## src/rtl/cpu_pkg.sv

```systemverilog
// Shared widths, the NOP encoding and the fetch FSM state type for the
// instruction fetch front end.
package cpu_pkg;
  localparam int          IMEM_ADDR_W = 6;
  localparam int          INST_W      = 32;
  localparam logic [31:0] NOP_INST    = 32'h0007_8000;

  typedef enum logic [1:0] {
    IDLE = 2'd0,
    RUN  = 2'd1,
    HELD = 2'd2
  } fetch_state_t;
endpackage

```

## src/rtl/fetch_skid_buf.sv

```systemverilog
// One-entry skid buffer: parks the word returning from memory while the
// output stage is frozen, so nothing in flight is lost.
module fetch_skid_buf
  import cpu_pkg::*;
#(
  parameter int DATA_W = INST_W,
  parameter int PC_W   = IMEM_ADDR_W
) (
  input  logic              i_clk,
  input  logic              i_reset,
  input  logic              i_load,
  input  logic              i_clear,
  input  logic [DATA_W-1:0] i_data,
  input  logic [PC_W-1:0]   i_pc,
  output logic [DATA_W-1:0] o_data,
  output logic [PC_W-1:0]   o_pc,
  output logic              o_valid
);
  logic [DATA_W-1:0] r_data;
  logic [PC_W-1:0]   r_pc;
  logic              r_valid;

  // Clear wins over load so a flush can never leave a stale entry behind.
  always_ff @(posedge i_clk) begin
    if (i_reset) begin
      r_data  <= '0;
      r_pc    <= '0;
      r_valid <= 1'b0;
    end else if (i_clear) begin
      r_valid <= 1'b0;
    end else if (i_load) begin
      r_data  <= i_data;
      r_pc    <= i_pc;
      r_valid <= 1'b1;
    end
  end

  assign o_data  = r_data;
  assign o_pc    = r_pc;
  assign o_valid = r_valid;
endmodule

```

## src/rtl/instruction_fetch_unit.sv

```systemverilog
// Sequential instruction fetch from a one-cycle-latency memory with stall
// freezing, a one-entry skid buffer and redirect flush.
module instruction_fetch_unit
  import cpu_pkg::*;
#(
  parameter int                IMEM_ADDR_W = cpu_pkg::IMEM_ADDR_W,
  parameter int                INST_W      = cpu_pkg::INST_W,
  parameter logic [INST_W-1:0] NOP_INST    = cpu_pkg::NOP_INST
) (
  input  logic                   clk,
  input  logic                   reset,
  input  logic                   start,
  input  logic                   stall,
  input  logic                   redirect_valid,
  input  logic [IMEM_ADDR_W-1:0] redirect_addr,
  output logic [IMEM_ADDR_W-1:0] imem_addr,
  input  logic [INST_W-1:0]      imem_data,
  output logic [INST_W-1:0]      inst_out,
  output logic [IMEM_ADDR_W-1:0] inst_pc,
  output logic                   inst_valid,
  output fetch_state_t           dbg_state
);
  fetch_state_t           r_state, w_state_nxt;
  logic [IMEM_ADDR_W-1:0] r_pc_f, r_req_pc, r_inst_pc;
  logic                   r_req_v, r_inst_valid;
  logic [INST_W-1:0]      r_inst_out;
  logic                   w_issue;
  logic [INST_W-1:0]      w_skid_data;
  logic [IMEM_ADDR_W-1:0] w_skid_pc;
  logic                   w_skid_v;

  // Handshake: stall is the consumer's not-ready. With stall=0 the output
  // stage is taken every cycle (inst_valid qualifies inst_out/inst_pc); with
  // stall=1 every visible output and pc_f hold until stall drops.
  always_comb begin
    w_state_nxt = r_state;
    case (r_state)
      IDLE:    if (start)  w_state_nxt = RUN;
      RUN:     if (stall)  w_state_nxt = HELD;
      HELD:    if (!stall) w_state_nxt = RUN;
      default:             w_state_nxt = IDLE;
    endcase
    if (redirect_valid) w_state_nxt = (r_state == IDLE) ? IDLE : RUN;
    // The start cycle itself issues, and HELD issues on release, so the
    // pipe refills without a bubble.
    w_issue = !stall && !redirect_valid && ((r_state != IDLE) || start);
  end

  always_ff @(posedge clk) begin
    if (reset) begin
      r_state      <= IDLE;
      r_pc_f       <= '0;
      r_req_v      <= 1'b0;
      r_req_pc     <= '0;
      r_inst_out   <= NOP_INST;
      r_inst_pc    <= '0;
      r_inst_valid <= 1'b0;
    end else begin
      r_state <= w_state_nxt;
      if (redirect_valid) begin
        r_pc_f       <= redirect_addr;
        r_req_v      <= 1'b0;
        r_inst_out   <= NOP_INST;
        r_inst_valid <= 1'b0;
      end else begin
        r_req_v <= w_issue;
        if (w_issue) begin
          r_req_pc <= r_pc_f;
          r_pc_f   <= r_pc_f + 1'b1;
        end
        if (!stall) begin
          if (w_skid_v) begin
            r_inst_out   <= w_skid_data;
            r_inst_pc    <= w_skid_pc;
            r_inst_valid <= 1'b1;
          end else if (r_req_v) begin
            r_inst_out   <= imem_data;
            r_inst_pc    <= r_req_pc;
            r_inst_valid <= 1'b1;
          end else begin
            r_inst_out   <= NOP_INST;
            r_inst_valid <= 1'b0;
          end
        end
      end
    end
  end

  fetch_skid_buf #(
    .DATA_W (INST_W),
    .PC_W   (IMEM_ADDR_W)
  ) u_skid (
    .i_clk   (clk),
    .i_reset (reset),
    .i_load  (stall && r_req_v && !redirect_valid),
    .i_clear (redirect_valid || !stall),
    .i_data  (imem_data),
    .i_pc    (r_req_pc),
    .o_data  (w_skid_data),
    .o_pc    (w_skid_pc),
    .o_valid (w_skid_v)
  );

  assign imem_addr  = r_pc_f;
  assign inst_out   = r_inst_out;
  assign inst_pc    = r_inst_pc;
  assign inst_valid = r_inst_valid;
  assign dbg_state  = r_state;
endmodule

```

## config.mk

```make
export PLATFORM = sky130hd
export DESIGN_NAME = instruction_fetch_unit
export DESIGN_NICKNAME = d
export VERILOG_FILES = /design/src/rtl/cpu_pkg.sv /design/src/rtl/fetch_skid_buf.sv /design/src/rtl/instruction_fetch_unit.sv
export SDC_FILE = /design/constraint.sdc
export NUM_CORES = 1
export LEC_CHECK = 0
export CORE_ASPECT_RATIO = 0.8
export CORE_MARGIN = 2
export CORE_UTILIZATION = 50
export CTS_CLUSTER_SIZE = 12
export DETAILED_ROUTE_END_ITERATION = 7
export PLACE_DENSITY = 0.76
export SLEW_MARGIN = 20
export SYNTH_ARGS = -nofsm -noshare
export SYNTH_HDL_FRONTEND = slang
export SYNTH_SLANG_ARGS = --single-unit
```

## constraint.sdc

```tcl
create_clock -name clk -period 1.7 [get_ports clk]
set_input_delay 0.425 -clock clk [delete_from_list [all_inputs] [get_ports clk]]
set_output_delay 0.425 -clock clk [all_outputs]
set_load 0.1 [all_outputs]
```

# Word-level counts from Yosys, hierarchy flattened
# Cells that the tools add are included.
[classes] reduce_logical=18 n_eq_ne=5 n_bitwise=3 n_mux=14 add_sub_neg=1
[ops] op="$mux 32" count=2
[ops] op="$mux 6" count=4
[ops] op="$ne 3x3->1 const B" count=3
[ops] op="$mux 2" count=4
[ops] op="$add 6x1->6 const B" count=1
[ops] op="$pmux 2 s3" count=1
[ops] op="$reduce_and 3->1" count=2
[ops] op="$reduce_bool 2->1" count=3
[ops] op="$logic_and 1x1->1" count=4
[ops] op="$reduce_and 2->1" count=2
[ops] op="$reduce_or 2->1" count=2
[ops] op="$mux 1" count=3
[ops] op="$not 1->1" count=3
[ops] op="$eq 2x1->1 const B" count=1
[ops] op="$eq 2x2->1 const B" count=1
[ops] op="$logic_not 1->1" count=2
[ops] op="$logic_not 2->1" count=1
[ops] op="$logic_or 1x1->1" count=2
[word_totals] out_inout_bits=47 register_bits=93 elab_cells=51

# Depth between registers and ports, before layout
[depth] depth_word=5 ltp_mapped=6 depth_no_buf=4

# Cells and area by module
# From an unflattened synthesis, not the netlist that was laid out.
[unflattened] cells_unflattened=445 hier_area_um2=4247.8
[by_module_without_submodules] module="instruction_fetch_unit" instances=1 cells_per_inst=269 area_per_inst_um2=2357.3
[by_module_without_submodules] module="fetch_skid_buf" instances=1 cells_per_inst=176 area_per_inst_um2=1890.6

# Least setup slack after synthesis
# No wires, ideal clock.
[synth_timing] path_type="register to register" start="reg r_pc_f[0], in the netlist imem_addr[0]" end="reg r_pc_f[4], in the netlist imem_addr[4]" stages_incl_launch_ff=5 path_buffers=0 setup_slack_ns=-0.534 arrival_ns=2.143 required_time_ns=1.609 period_less_slack_ns=2.234 path_cell_list="dfxtp_1 -> ha_1 -> nand2_1 -> or4_1 -> a311oi_1"
[synth_between] elab_chain_cells=3
[synth_lines] element="start, declared" line="instruction_fetch_unit.sv:24" source="logic [IMEM_ADDR_W-1:0] r_pc_f, r_req_pc, r_inst_pc;"
[synth_lines] element="start signal, assigned" line="instruction_fetch_unit.sv:61" source="r_pc_f <= redirect_addr;"
[synth_lines] element="start signal, assigned" line="instruction_fetch_unit.sv:69" source="r_pc_f <= r_pc_f + 1'b1;"
[synth_lines] element="$add 6x1->6" line="instruction_fetch_unit.sv:69"
[synth_lines] element="$mux 6" line="instruction_fetch_unit.sv:67" source="if (w_issue) begin"
[synth_lines] element="$mux 6" line="instruction_fetch_unit.sv:60" source="if (redirect_valid) begin"
# Every way passes these cells. The select of a mux whose other input is x is not followed.
# A chain may end at the register's enable or synchronous reset.

# Final worst setup path
# Same ends and word-level chain as after synthesis.

==> flow_metrics.env <==
export IMPL_fmax_mhz=644
export IMPL_preCtsSetupSlack_ns=-0.193
export IMPL_die_h_um=82.7
export IMPL_wl_per_cell_um=15.3
export IMPL_clkSinkCount=93
export IMPL_powerDensity_nw_per_um2=828
export IMPL_n_antenna_cell=0
export IMPL_rows=28
export IMPL_synthAdderAreaFrac_pct=0.323
export IMPL_fin_skew_ns=0.0101
export IMPL_worst_pin_slew_ns=0.531
export IMPL_critPathMaxFanout=7
export IMPL_synthCells=459
export IMPL_grt_start_max_net_pins=59
export IMPL_cts_setup_buffers=0
export IMPL_status="finished clean"
export IMPL_yosysWarnings=0
export IMPL_crit_buf_inv=0
export IMPL_synth_edf_count=0
export IMPL_postSynth_asyncResetShare_pct=0
export IMPL_die_w_um=102
export IMPL_synth_top_family_by_area="simple AND/OR/NAND/NOR gates"
export IMPL_viasPerCell=5.45
export IMPL_core_area_um2=7460
export IMPL_cts_tree="done"
export IMPL_drive_gt1_share_pct=22.7
export IMPL_syn_to_final_growth_pct=45.8
export IMPL_portBuffers=89
export IMPL_grt_overflow=0
export IMPL_place_gp_congestion=0.784
export IMPL_antenna_found_initial=0
export IMPL_clockBufferDepth=2
export IMPL_path_clk_slew_ns=0.09
export IMPL_setup_viol=0
export IMPL_vias=3578
export IMPL_postCtsResizedCells=0
export IMPL_ant_nets=0
export IMPL_max_stage_delay_ns=0.50
export IMPL_start_util_pct=51.9
export IMPL_io_pins=90
export IMPL_r2r_slack_ns=0.15
export IMPL_path_class="register to register"
export IMPL_cts_htree_levels=3
export IMPL_crit_slowest_cell="or4_1"
export IMPL_tns_ns=0
export IMPL_cp_cell_sequence="ha_1 -> nand2_1 -> or4_1 -> a311oi_1"
export IMPL_cap_violations=0
export IMPL_ys_ff_latch=93
export IMPL_synth_xor_area_share_pct=0.226
export IMPL_drv_slew=0
export IMPL_finalCriticalPeriod_ns=1.55
export IMPL_wirelength_um=10100
export IMPL_yosys_most_used_dff="dfxtp_1"
export IMPL_holdBufCountCts=0
export IMPL_drc_errors=0
export IMPL_initialDrtViolationCount=149
export IMPL_numCtsBuffers=9
export IMPL_min_delay_start="u_skid.o_data[9]"
export IMPL_fin_cells=656
export IMPL_synthSimpleGateAreaFrac_pct=18.5
export IMPL_placed_area_um2=5430
export IMPL_period_share_pct=91.3
export IMPL_vdd_drop_max_mv=0.494
export IMPL_rsz0062_at_grt="no"
export IMPL_grt_pass1_wl_um=16200
export IMPL_setup_slack_ns=0.147
export IMPL_critPathCaptureType="register"
export IMPL_grt_pass1_vias=3366
export IMPL_die_area_um2=8470
export IMPL_synthMuxAreaShare_pct=9.56
export IMPL_hold_ws_ns=0.458
export IMPL_cts_root_buf="clkbuf_8"
export IMPL_nNetsFinal=591
export IMPL_relSlewSlack_pct=64.4
export IMPL_synth_fp_nets=503
export IMPL_clock_latency_ns=0.36
export IMPL_hp_class="register to register"
export IMPL_drt_first_pass_iters=4
export IMPL_hold_viol=0
export IMPL_startpoint_type="register"
export IMPL_worstSetupStartpoint="imem_addr[0]"
export IMPL_critical_path_top_delay_family="simple AND/OR/NAND/NOR gates"
export IMPL_cp_arrival_ns=1.82
export IMPL_crit_required_ns=1.97
export IMPL_final_util_pct=75.7
export IMPL_p_leak_nw=2.08
export IMPL_synth_cell_types=37
export IMPL_place_hpwl_um=6920
export IMPL_avgSynthCellArea_um2=8.44
export IMPL_synth_compound_area_share_pct=18.3
export IMPL_power_mw=4.68
export IMPL_yosysSeqAreaShare_pct=48.1
export IMPL_netlist_area_um2=3870
export IMPL_worstReg2RegStart="imem_addr[0]"
export IMPL_grt_util_all_layers_pct=24.4
export IMPL_dp_cells=641
export IMPL_postLayoutCellArea_um2=5650
-- where the power goes --
group / total [mW] / switching, mW / internal, mW
clock: 1.59 / 0.760 / 0.826
combinational: 0.809 / 0.473 / 0.336
sequential: 2.28 / 0.0551 / 2.23
-- Yosys cell counts, types with 2 or more instances --
| cell type | count | area, um^2 |
|---|---|---|
| nand2_1 | 139 | 522 |
| o21a_1 | 2 | 15.0 |
| nand4_1 | 7 | 43.8 |
| a31oi_1 | 2 | 12.5 |
| a21oi_1 | 71 | 355 |
| nand3_1 | 2 | 10.0 |
| inv_1 | 2 | 7.51 |
| o21ai_0 | 3 | 15.0 |
| o211ai_1 | 8 | 60.1 |
| dfxtp_1 | 93 | 1860 |
| buf_2 | 15 | 75.1 |
| o211a_1 | 8 | 80.1 |
| and3_1 | 2 | 12.5 |
| a311oi_1 | 5 | 43.8 |
| buf_4 | 2 | 15.0 |
| or4_1 | 3 | 22.5 |
| mux2i_1 | 10 | 100 |
| clkinv_1 | 2 | 7.51 |
| a211oi_1 | 6 | 45.0 |
| clkbuf_1 | 21 | 78.8 |
| nor2_1 | 8 | 30.0 |
| or3_1 | 2 | 12.5 |
| mux2_2 | 24 | 270 |
| o31ai_1 | 9 | 67.6 |
-- cells in the final DEF, fill, tap and decap left out, types with 9 or more instances in the layout --
master / synthesis / layout
a21oi_1: 71 / 71
buf_12: 0 / 50
buf_4: 2 / 24
clkbuf_8: 0 / 9
clkdlybuf4s50_1: 0 / 41
dfxtp_1: 93 / 85
mux2_2: 24 / 24
mux2i_1: 10 / 10
nand2_1: 139 / 139
o31ai_1: 9 / 9
-- flip-flops by register name, summed over array words and instances (netlist names), 2 cells and up --
name and cells:
inst_out 32, u_skid.o_data 32, imem_addr 6, inst_pc 6, r_req_pc 6, u_skid.o_pc 6, dbg_state 2
-- layer usage --
metal,up-vias,wire length (um),GRT usage (%)
met5,-,0,0
met3,19,501,5.22
met1,1707,4610,32.3
li1,1756,-,-
met4,0,178,8.67
met2,96,4760,39.8
-- path summary, 6_finish.rpt --
kind                            to  depth (start not counted)
setup reg to reg      imem_addr[4]                          4
hold reg to reg   u_skid.o_data[9]                          2
hold / removal    u_skid.o_data[9]                          2
setup / recovery      imem_addr[4]                          4
-- tightest hold or removal path, stage by stage (launching register included) --
cell     delay [ns]
dfxtp_1        0.31
nand2_1        0.05
a21oi_1        0.05
-- layout make-up --
cell class / count / area [um^2]
Fill cell: 536 / 1820
Sequential cell: 93 / 1870
Tap cell: 105 / 131
Timing Repair Buffer: 116 / 1600
Multi-Input combinational cell: 323 / 1820
Inverter: 4 / 15.0
Clock buffer: 10 / 128
Clock inverter: 5 / 83.8
-- logic make-up after synthesis --
kind of cell / count (synthesis)
AO/OA/AOI/OAI: 116
XOR/XNOR: 1
adder cells (fa/ha/maj): 1
buffers and inverters: 43
flip-flops: 93
multiplexers: 34
AND/OR/NAND/NOR: 171
Note: power is estimated with default switching activity, not from simulation.
